===== src/rtl/counter8_seq_if.sv =====
// -----------------------------------------------------------------------------
// counter8_seq_if
// Bundles the command, configuration and status signals between the
// button/switch front-end (master) and the run/pause/step sequencer (slave).
//
// Signal semantics: there is no valid/ready pair on this bus. start_p, stop_p,
// step_p and clear_p are single-cycle command pulses sampled on the rising
// clock edge. rate_sel, dir, mode_wrap and limit are level controls sampled
// every cycle. q, tick, state and done are registered status from the
// sequencer.
//
//   start_p   : start or resume counting
//   stop_p    : pause counting
//   step_p    : single manual step (IDLE/PAUSE only)
//   clear_p   : return to IDLE and reload the start value
//   rate_sel  : 00=1 Hz, 01=2 Hz, 10=4 Hz, 11=8 Hz
//   dir       : 1=count up, 0=count down
//   mode_wrap : 1=wrap at end value, 0=stop at end value
//   limit     : terminal value (up) / reload value (down)
//   q         : current count
//   tick      : high in the cycle a step is applied to q
//   state     : 00=IDLE, 01=RUN, 10=PAUSE, 11=DONE
//   done      : high while state==DONE
// -----------------------------------------------------------------------------
interface counter8_seq_if;
    logic       start_p;
    logic       stop_p;
    logic       step_p;
    logic       clear_p;
    logic [1:0] rate_sel;
    logic       dir;
    logic       mode_wrap;
    logic [7:0] limit;
    logic [7:0] q;
    logic       tick;
    logic [1:0] state;
    logic       done;

    modport master (
        output start_p, stop_p, step_p, clear_p, rate_sel, dir, mode_wrap, limit,
        input  q, tick, state, done
    );

    modport slave (
        input  start_p, stop_p, step_p, clear_p, rate_sel, dir, mode_wrap, limit,
        output q, tick, state, done
    );
endinterface


===== src/rtl/counter8_seq_ctrl.sv =====
// -----------------------------------------------------------------------------
// counter8_seq_ctrl
// Run/pause/step sequencer for the 8-bit display counter. Owns the prescaler
// and the count register; supports wrap-around or stop-at-limit operation.
//
// Ports:
//   clk   : system clock, all logic on rising edge
//   rst_n : asynchronous reset, active low
//   bus   : counter8_seq_if.slave -- command pulses, rate/dir/wrap/limit
//           controls in; q, tick, state, done out (all registered)
//
// Parameter:
//   F_CLK_HZ : system clock frequency in Hz (>= 8, divisible by 8)
// -----------------------------------------------------------------------------
module counter8_seq_ctrl #(
    parameter int unsigned F_CLK_HZ = 50_000_000
) (
    input  logic           clk,
    input  logic           rst_n,
    counter8_seq_if.slave  bus
);

    typedef enum logic [1:0] {
        ST_IDLE  = 2'b00,
        ST_RUN   = 2'b01,
        ST_PAUSE = 2'b10,
        ST_DONE  = 2'b11
    } state_t;

    state_t      state_r;
    logic [7:0]  q_r;
    logic        tick_r;
    logic        done_r;
    logic [31:0] presc_r;

    // Cycles per step: the clock divided by 1, 2, 4 or 8 steps per second.
    logic [31:0] period;
    always_comb begin
        case (bus.rate_sel)
            2'b00:   period = F_CLK_HZ;
            2'b01:   period = F_CLK_HZ >> 1;
            2'b10:   period = F_CLK_HZ >> 2;
            default: period = F_CLK_HZ >> 3;
        endcase
    end

    logic [7:0] start_val;
    assign start_val = bus.dir ? 8'd0 : bus.limit;

    // Result of one step event evaluated on the registered count.
    // q above limit is treated as being at the limit.
    logic [7:0] step_q;
    logic       step_tick;
    logic       step_done;
    always_comb begin
        step_q    = q_r;
        step_tick = 1'b0;
        step_done = 1'b0;
        if (bus.dir) begin
            if (q_r < bus.limit) begin
                step_q    = q_r + 8'd1;
                step_tick = 1'b1;
                step_done = !bus.mode_wrap && (step_q == bus.limit);
            end else if (bus.mode_wrap) begin
                step_q    = 8'd0;
                step_tick = 1'b1;
            end else begin
                step_done = 1'b1;
            end
        end else begin
            if (q_r != 8'd0) begin
                step_q    = q_r - 8'd1;
                step_tick = 1'b1;
                step_done = !bus.mode_wrap && (step_q == 8'd0);
            end else if (bus.mode_wrap) begin
                step_q    = bus.limit;
                step_tick = 1'b1;
            end else begin
                step_done = 1'b1;
            end
        end
    end

    // Command priority: clear_p > stop_p > start_p > step_p. A higher-priority
    // pulse that has no effect in the current state still masks the lower ones.
    always_ff @(posedge clk or negedge rst_n) begin
        if (!rst_n) begin
            state_r <= ST_IDLE;
            q_r     <= 8'd0;
            tick_r  <= 1'b0;
            done_r  <= 1'b0;
            presc_r <= 32'd0;
        end else begin
            tick_r <= 1'b0;
            if (bus.clear_p) begin
                state_r <= ST_IDLE;
                q_r     <= start_val;
                done_r  <= 1'b0;
                presc_r <= 32'd0;
            end else begin
                case (state_r)
                    ST_IDLE: begin
                        presc_r <= 32'd0;
                        if (bus.stop_p) begin
                            // nothing to pause; masks start/step
                        end else if (bus.start_p) begin
                            state_r <= ST_RUN;
                        end else if (bus.step_p) begin
                            q_r    <= step_q;
                            tick_r <= step_tick;
                            if (step_done) begin
                                state_r <= ST_DONE;
                                done_r  <= 1'b1;
                            end
                        end
                    end
                    ST_RUN: begin
                        if (bus.stop_p) begin
                            state_r <= ST_PAUSE;
                        end else if (presc_r >= period - 32'd1) begin
                            // >= keeps a shorter period selected mid-count safe
                            presc_r <= 32'd0;
                            q_r     <= step_q;
                            tick_r  <= step_tick;
                            if (step_done) begin
                                state_r <= ST_DONE;
                                done_r  <= 1'b1;
                            end
                        end else begin
                            presc_r <= presc_r + 32'd1;
                        end
                    end
                    ST_PAUSE: begin
                        if (bus.stop_p) begin
                            // already paused
                        end else if (bus.start_p) begin
                            // prescaler resumes from its held value
                            state_r <= ST_RUN;
                        end else if (bus.step_p) begin
                            q_r    <= step_q;
                            tick_r <= step_tick;
                            if (step_done) begin
                                state_r <= ST_DONE;
                                done_r  <= 1'b1;
                            end
                        end
                    end
                    default: begin // ST_DONE
                        presc_r <= 32'd0;
                        if (bus.stop_p) begin
                            // ignored; masks start
                        end else if (bus.start_p) begin
                            state_r <= ST_RUN;
                            q_r     <= start_val;
                            done_r  <= 1'b0;
                        end
                    end
                endcase
            end
        end
    end

    assign bus.q     = q_r;
    assign bus.tick  = tick_r;
    assign bus.state = state_r;
    assign bus.done  = done_r;

endmodule

===== src/flat_wrapper.sv =====
// flat-port wrapper written by rule: the top's interface ports become plain ports
module counter8_seq_ctrl_flat 
#(
    parameter int unsigned F_CLK_HZ = 50_000_000
)
  (clk, rst_n, bus_start_p, bus_stop_p, bus_step_p, bus_clear_p, bus_rate_sel, bus_dir, bus_mode_wrap, bus_limit, bus_q, bus_tick, bus_state, bus_done);
  counter8_seq_if bus_i ();
  input  logic clk;
  input  logic rst_n;
  input wire logic [$bits(bus_i.start_p)-1:0] bus_start_p;
  input wire logic [$bits(bus_i.stop_p)-1:0] bus_stop_p;
  input wire logic [$bits(bus_i.step_p)-1:0] bus_step_p;
  input wire logic [$bits(bus_i.clear_p)-1:0] bus_clear_p;
  input wire logic [$bits(bus_i.rate_sel)-1:0] bus_rate_sel;
  input wire logic [$bits(bus_i.dir)-1:0] bus_dir;
  input wire logic [$bits(bus_i.mode_wrap)-1:0] bus_mode_wrap;
  input wire logic [$bits(bus_i.limit)-1:0] bus_limit;
  output wire logic [$bits(bus_i.q)-1:0] bus_q;
  output wire logic [$bits(bus_i.tick)-1:0] bus_tick;
  output wire logic [$bits(bus_i.state)-1:0] bus_state;
  output wire logic [$bits(bus_i.done)-1:0] bus_done;
  assign bus_i.start_p = bus_start_p;
  assign bus_i.stop_p = bus_stop_p;
  assign bus_i.step_p = bus_step_p;
  assign bus_i.clear_p = bus_clear_p;
  assign bus_i.rate_sel = bus_rate_sel;
  assign bus_i.dir = bus_dir;
  assign bus_i.mode_wrap = bus_mode_wrap;
  assign bus_i.limit = bus_limit;
  assign bus_q = bus_i.q;
  assign bus_tick = bus_i.tick;
  assign bus_state = bus_i.state;
  assign bus_done = bus_i.done;
  counter8_seq_ctrl #(.F_CLK_HZ(F_CLK_HZ)) u_core (.clk(clk), .rst_n(rst_n), .bus(bus_i));
endmodule

===== config.mk =====
export PLATFORM = sky130hd
export DESIGN_NAME = counter8_seq_ctrl_flat
export DESIGN_NICKNAME = d
export VERILOG_FILES = /design/src/rtl/counter8_seq_if.sv /design/src/rtl/counter8_seq_ctrl.sv /design/src/flat_wrapper.sv
export SDC_FILE = /design/constraint.sdc
export NUM_CORES = 1
export LEC_CHECK = 0
export ABC_AREA = 1
export ABC_CLOCK_PERIOD_IN_PS = 2120
export CORE_AREA = 2 2 83 85
export DETAILED_ROUTE_END_ITERATION = 16
export DIE_AREA = 0 0 85 87
export PLACE_DENSITY = 0.79
export SLEW_MARGIN = 0
export SYNTH_ARGS = -nofsm -noshare
export SYNTH_HDL_FRONTEND = slang
export SYNTH_SLANG_ARGS = --single-unit
export TNS_END_PERCENT = 100

===== constraint.sdc =====
create_clock -name clk -period 2.12 [get_ports clk]
set_input_delay 0.424 -clock clk [delete_from_list [all_inputs] [get_ports clk]]
set_output_delay 0.424 -clock clk [all_outputs]
set_load 0.02 [all_outputs]

==> tab_implementation.tex, run 1 <==
\begin{tabular}{lr}
\hline
Metric & Value \\
\hline
\multicolumn{2}{l}{\textbf{Setup path}} \\
\quad Required time of the critical path & approximately 2.3 ns \\
\quad Arr. time, crit path & about 2.3 ns \\
\quad Start of the worst register-to-register path & u\_core.presc\_r[18] \\
\quad Origin of the worst setup path & u\_core.presc\_r[18] \\
\quad Type of the worst setup path & register to register \\
\quad Worst setup EP type & register \\
\quad Crit Path Max Fanout & 10 \\
\quad Internal reg-to-reg setup slack & slightly above 0.08 ns \\
\quad Startpoint class of the critical path & register \\
\quad Worst r2r dst & u\_core.presc\_r[10] \\
\quad Number of cells on the worst reg-to-reg path & 11 \\
\multicolumn{2}{l}{\textbf{Floorplanning}} \\
\quad Die area & around 7400 um2 \\
\quad Width of the die & 85 um \\
\quad Chip height & around 87 um \\
\quad Floorplan Core Area & about 6600 um2 \\
\quad Placement Rows & 30 \\
\quad Number of ports placed on the die boundary & 30 \\
\quad Initial Util & 0.570 \\
\multicolumn{2}{l}{\textbf{Place}} \\
\quad Post-detailed-placement cell area & between 4000 and 5000 um2 \\
\quad Port buffer count & 29 \\
\quad Detailed-placement wirelength estimate & about 7600 um \\
\quad Pre-CTS setup slack & -0.708 ns \\
\quad Placed cells & approximately 700 \\
\quad Weighted congestion at the end of routability-driven global placement & between 0.9 and 1 \\
\multicolumn{2}{l}{\textbf{Yosys}} \\
\quad Cell area after synthesis & 3750 um2 \\
\quad Number of instances in the synthesized netlist & between 500 and 600 \\
\quad Post-synthesis sequential element count & between 40 and 50 \\
\quad Post-Syn Nets & 608 \\
\quad Sequential area share after synthesis & 0.294 \\
\quad Count of yosys warnings during synthesis & 0 \\
\quad Distinct cells, synth & 35 \\
\quad Syn\_area\_per\_cell & between 6 and 7 um2 \\
\multicolumn{2}{l}{\textbf{GRT}} \\
\quad Maximum number of pins on one net before global-route repair & 45 \\
\quad Global Route Usage Sum & 0.275 \\
\quad Congestion Overflow GR & 0 \\
\quad Number of global-route vias before repair & between 3000 and 4000 \\
\quad Number of antenna violations at the first check in global routing & 0 \\
\quad First-pass GRT wire length & about 17000 um \\
\multicolumn{2}{l}{\textbf{Power and ir drop}} \\
\quad Worst vdd rail ir drop & roughly 700 uV \\
\quad Power share of the sequential group & 0.277 \\
\quad Clock network fraction of design power & 0.139 \\
\quad Switching power share of the total & 0.465 \\
\quad Combinational share of power & 0.584 \\
\quad Net load switching power & 0.00182 W \\
\quad Static Leakage & approximately 2.4 nW \\
\quad Internal Power & between 0.002 and 0.0025 W \\
\quad Total power per unit cell area & 835 nW/um2 \\
\multicolumn{2}{l}{\textbf{Cells and area}} \\
\quad Final non-filler cell area & roughly 4700 um2 \\
\quad Number of fill cells in the layout & 556 \\
\quad Layout cells sized above 1 & 0.188 \\
\quad Number of inserted diodes & 0 \\
\quad Relative area change from synthesis to final layout & 25.2\% \\
\quad Most frequent cells in the layout & sky130\_fd\_sc\_hd\_\_nand2\_1 (128), sky130\_fd\_sc\_hd\_\_nor2\_1 (70), sky130\_fd\_sc\_hd\_\_inv\_1 (66) \\
\quad Commonest non-fill, non-tap cell in the layout & sky130\_fd\_sc\_hd\_\_nand2\_1 \\
\quad Post-layout nets & 687 \\
\quad Final standard cell count with taps included and fillers excluded & 718 \\
\multicolumn{2}{l}{\textbf{Timing}} \\
\quad Count of final hold-check violations & 0 \\
\quad Max-slew violation count & 0 \\
\quad Fraction of the cycle the final worst path needs & 0.962 \\
\quad Largest clock skew in the final design & around 0.015 ns \\
\quad Timing-limited maximum frequency & 490 MHz \\
\quad Setup-failing EPs final & 0 \\
\quad Worst slew slack as a fraction of its limit & 0.624 \\
\quad Crit path time final & around 2.0 ns \\
\quad Post-route setup slack & a little over 0.08 ns \\
\quad Transition time at the pin with the least slew margin & between 0.5 and 0.6 ns \\
\quad Total Negative Setup Slacks & 0 ns \\
\multicolumn{2}{l}{\textbf{Clock tree}} \\
\quad Number of buffers added by the clock tree synthesis step & 5 \\
\quad CTS max path bufs & 2 \\
\quad Number of H-tree branching levels & 2 \\
\quad Number of sinks on the clock net & 44 \\
\quad Reg clk slew, reported paths & about 0.10 ns \\
\quad Clk root buf & sky130\_fd\_sc\_hd\_\_clkbuf\_8 \\
\quad Count of hold buffers inserted by post-cts repair & 0 \\
\quad TritonCTS clock tree & yes \\
\quad Clock Latency Late Sink & around 0.31 ns \\
\multicolumn{2}{l}{\textbf{Routing}} \\
\quad Vias & 3951 \\
\quad Total DRC errors in the routed layout & 0 \\
\quad Number of nets with antenna violations after routing & 0 \\
\quad Detailed router's first-iteration violation count & 254 \\
\quad Ratio of routed vias to standard cells & about 5.5 \\
\quad DRT Wirelength & around 9900 um \\
\quad Number of iterations in the first detailed-routing pass & 5 \\
\quad Routed wire per std cell & around 14 um \\
\multicolumn{2}{l}{\textbf{Worst hold path}} \\
\quad Worst Hold Class & primary input to async pin \\
\multicolumn{2}{l}{\textbf{Outcome}} \\
\quad Outcome & finished, final reports clean \\
\multicolumn{2}{l}{\textbf{Run}} \\
\quad Max cap viols & 0 \\
\hline
\end{tabular}
## power by group through the flow
stage	combinational (W)	clock [W]	sequential [W]
after floorplan	0.00122	0	0.00118
after global placement	0.00213	0	0.00108
after CTS	0.00220	0.000555	0.00107
after global routing	0.00251	0.000593	0.00110
final	0.00229	0.000546	0.00109
after detailed placement	0.00218	0	0.00109
## timing repair
item | 4_1_cts | 5_1_grt
gates cloned | 0 | 1
pin swaps | 1 | 7
resized for setup | 11 | 31
buffers inserted | 0 | 3
endpoints found under the setup margin | 39 | 38
## routing by layer
layer,global-route usage,vias to the layer above,wire [um]
met3,0.0341,9,532
met4,0.0548,0,81
met2,0.454,141,4640
met1,0.390,1843,4610
li1,-,1958,-
met5,0,-,0
## stage by stage
stage	hold WS, ns	util	total power [W]
2_1_floorplan	0.128	-	0.00240
3_3_place_gp	0.469	0.684	0.00321
3_5_place_dp	0.479	0.684	0.00326
4_1_cts	0.208	0.701	0.00383
5_1_grt	0.239	0.714	0.00420
6_report	0.187	0.714	0.00392
## cells in the mapped netlist
master / n / area [um2]
sky130_fd_sc_hd__nand3_4: 1 / 17.5
sky130_fd_sc_hd__nor3_1: 13 / 65.1
sky130_fd_sc_hd__nor3b_1: 1 / 7.51
sky130_fd_sc_hd__o21ai_0: 15 / 75.1
sky130_fd_sc_hd__inv_2: 6 / 22.5
sky130_fd_sc_hd__or2_1: 1 / 6.26
sky130_fd_sc_hd__a211oi_1: 1 / 7.51
sky130_fd_sc_hd__buf_4: 2 / 15.0
sky130_fd_sc_hd__nor2_2: 9 / 56.3
sky130_fd_sc_hd__dfrtp_1: 44 / 1100
sky130_fd_sc_hd__nand3_1: 46 / 230
sky130_fd_sc_hd__a31oi_1: 1 / 6.26
sky130_fd_sc_hd__nor3_4: 1 / 16.3
sky130_fd_sc_hd__nand2_2: 5 / 31.3
sky130_fd_sc_hd__nor2_1: 74 / 278
sky130_fd_sc_hd__clkbuf_1: 3 / 11.3
sky130_fd_sc_hd__nand2_1: 134 / 503
sky130_fd_sc_hd__nor2_8: 1 / 20.0
sky130_fd_sc_hd__ha_1: 32 / 400
sky130_fd_sc_hd__buf_6: 1 / 11.3
sky130_fd_sc_hd__nand3_2: 2 / 20.0
sky130_fd_sc_hd__o21a_1: 1 / 7.51
sky130_fd_sc_hd__nor4_1: 1 / 6.26
sky130_fd_sc_hd__nor2_4: 2 / 22.5
sky130_fd_sc_hd__o22ai_1: 6 / 37.5
sky130_fd_sc_hd__a21o_1: 1 / 7.51
sky130_fd_sc_hd__a21oi_1: 26 / 130
sky130_fd_sc_hd__inv_1: 70 / 263
sky130_fd_sc_hd__o21ai_1: 16 / 80.1
sky130_fd_sc_hd__o21bai_1: 1 / 7.51
sky130_fd_sc_hd__xor2_1: 14 / 123
sky130_fd_sc_hd__conb_1: 2 / 7.51
sky130_fd_sc_hd__nand4_1: 14 / 87.6
sky130_fd_sc_hd__xnor2_1: 3 / 26.3
sky130_fd_sc_hd__buf_2: 8 / 40.0
## cells by family after synthesis
logic type / after synthesis / share of synthesized area
compound gates: 68 / 0.0958
fa+ha+maj: 32 / 0.107
buf+inv: 90 / 0.0968
flops: 44 / 0.294
simple gates: 305 / 0.365
xor+xnor: 17 / 0.0397
other cells: 2 / 0.00200
## how the worst max path moves through the flow
| stage | to | slack (ns) | depth (start not counted) |
|---|---|---|---|
| floorplan | u_core.bus.q[7] | 0.05 | 15 |
| finish | u_core.presc_r[10] | 0.08 | 11 |
| detailed placement | u_core.presc_r[10] | -0.71 | 12 |
| CTS | u_core.presc_r[10] | 0.004 | 15 |
| global placement | u_core.bus.q[4] | -0.57 | 17 |
| global route | u_core.presc_r[10] | -0.02 | 15 |
## final cells by class
cell class	count	area (um2)	share of cell area
well taps	80	100	0.0213
clock inverters	3	21.3	0.00453
flip-flops and latches	44	1100	0.235
multi-input cells	425	2370	0.505
inverters	76	285	0.0608
clock buffers	5	68.8	0.0147
repair buffers	85	743	0.158
## worst max-delay path, cell delays in order, from the launching register on
cell,delay [ns]
sky130_fd_sc_hd__dfrtp_1,0.47
sky130_fd_sc_hd__ha_1,0.36
sky130_fd_sc_hd__a21oi_1,0.14
sky130_fd_sc_hd__nand2_1,0.06
sky130_fd_sc_hd__nand2_1,0.05
sky130_fd_sc_hd__nand2_1,0.07
sky130_fd_sc_hd__a21oi_2,0.18
sky130_fd_sc_hd__nand3_2,0.12
sky130_fd_sc_hd__nand2_1,0.12
sky130_fd_sc_hd__inv_2,0.08
sky130_fd_sc_hd__buf_12,0.14
sky130_fd_sc_hd__nor3b_2,0.17
## registers in the layout, indices dropped and copies added, names as in the netlist
register and count:
u_core.bus.state 2, u_core.presc_r 32, u_core.bus.tick 1, u_core.bus.done 1, u_core.bus.q 8
No activity file was read; power rests on OpenSTA's default activity.
==> run 2, diff against run 1 <==
- CTS_CLUSTER_SIZE: not set -> 14
==> results of run 2 <==
Same layout as run 1: the final DEF is identical, and so are final timing and power.
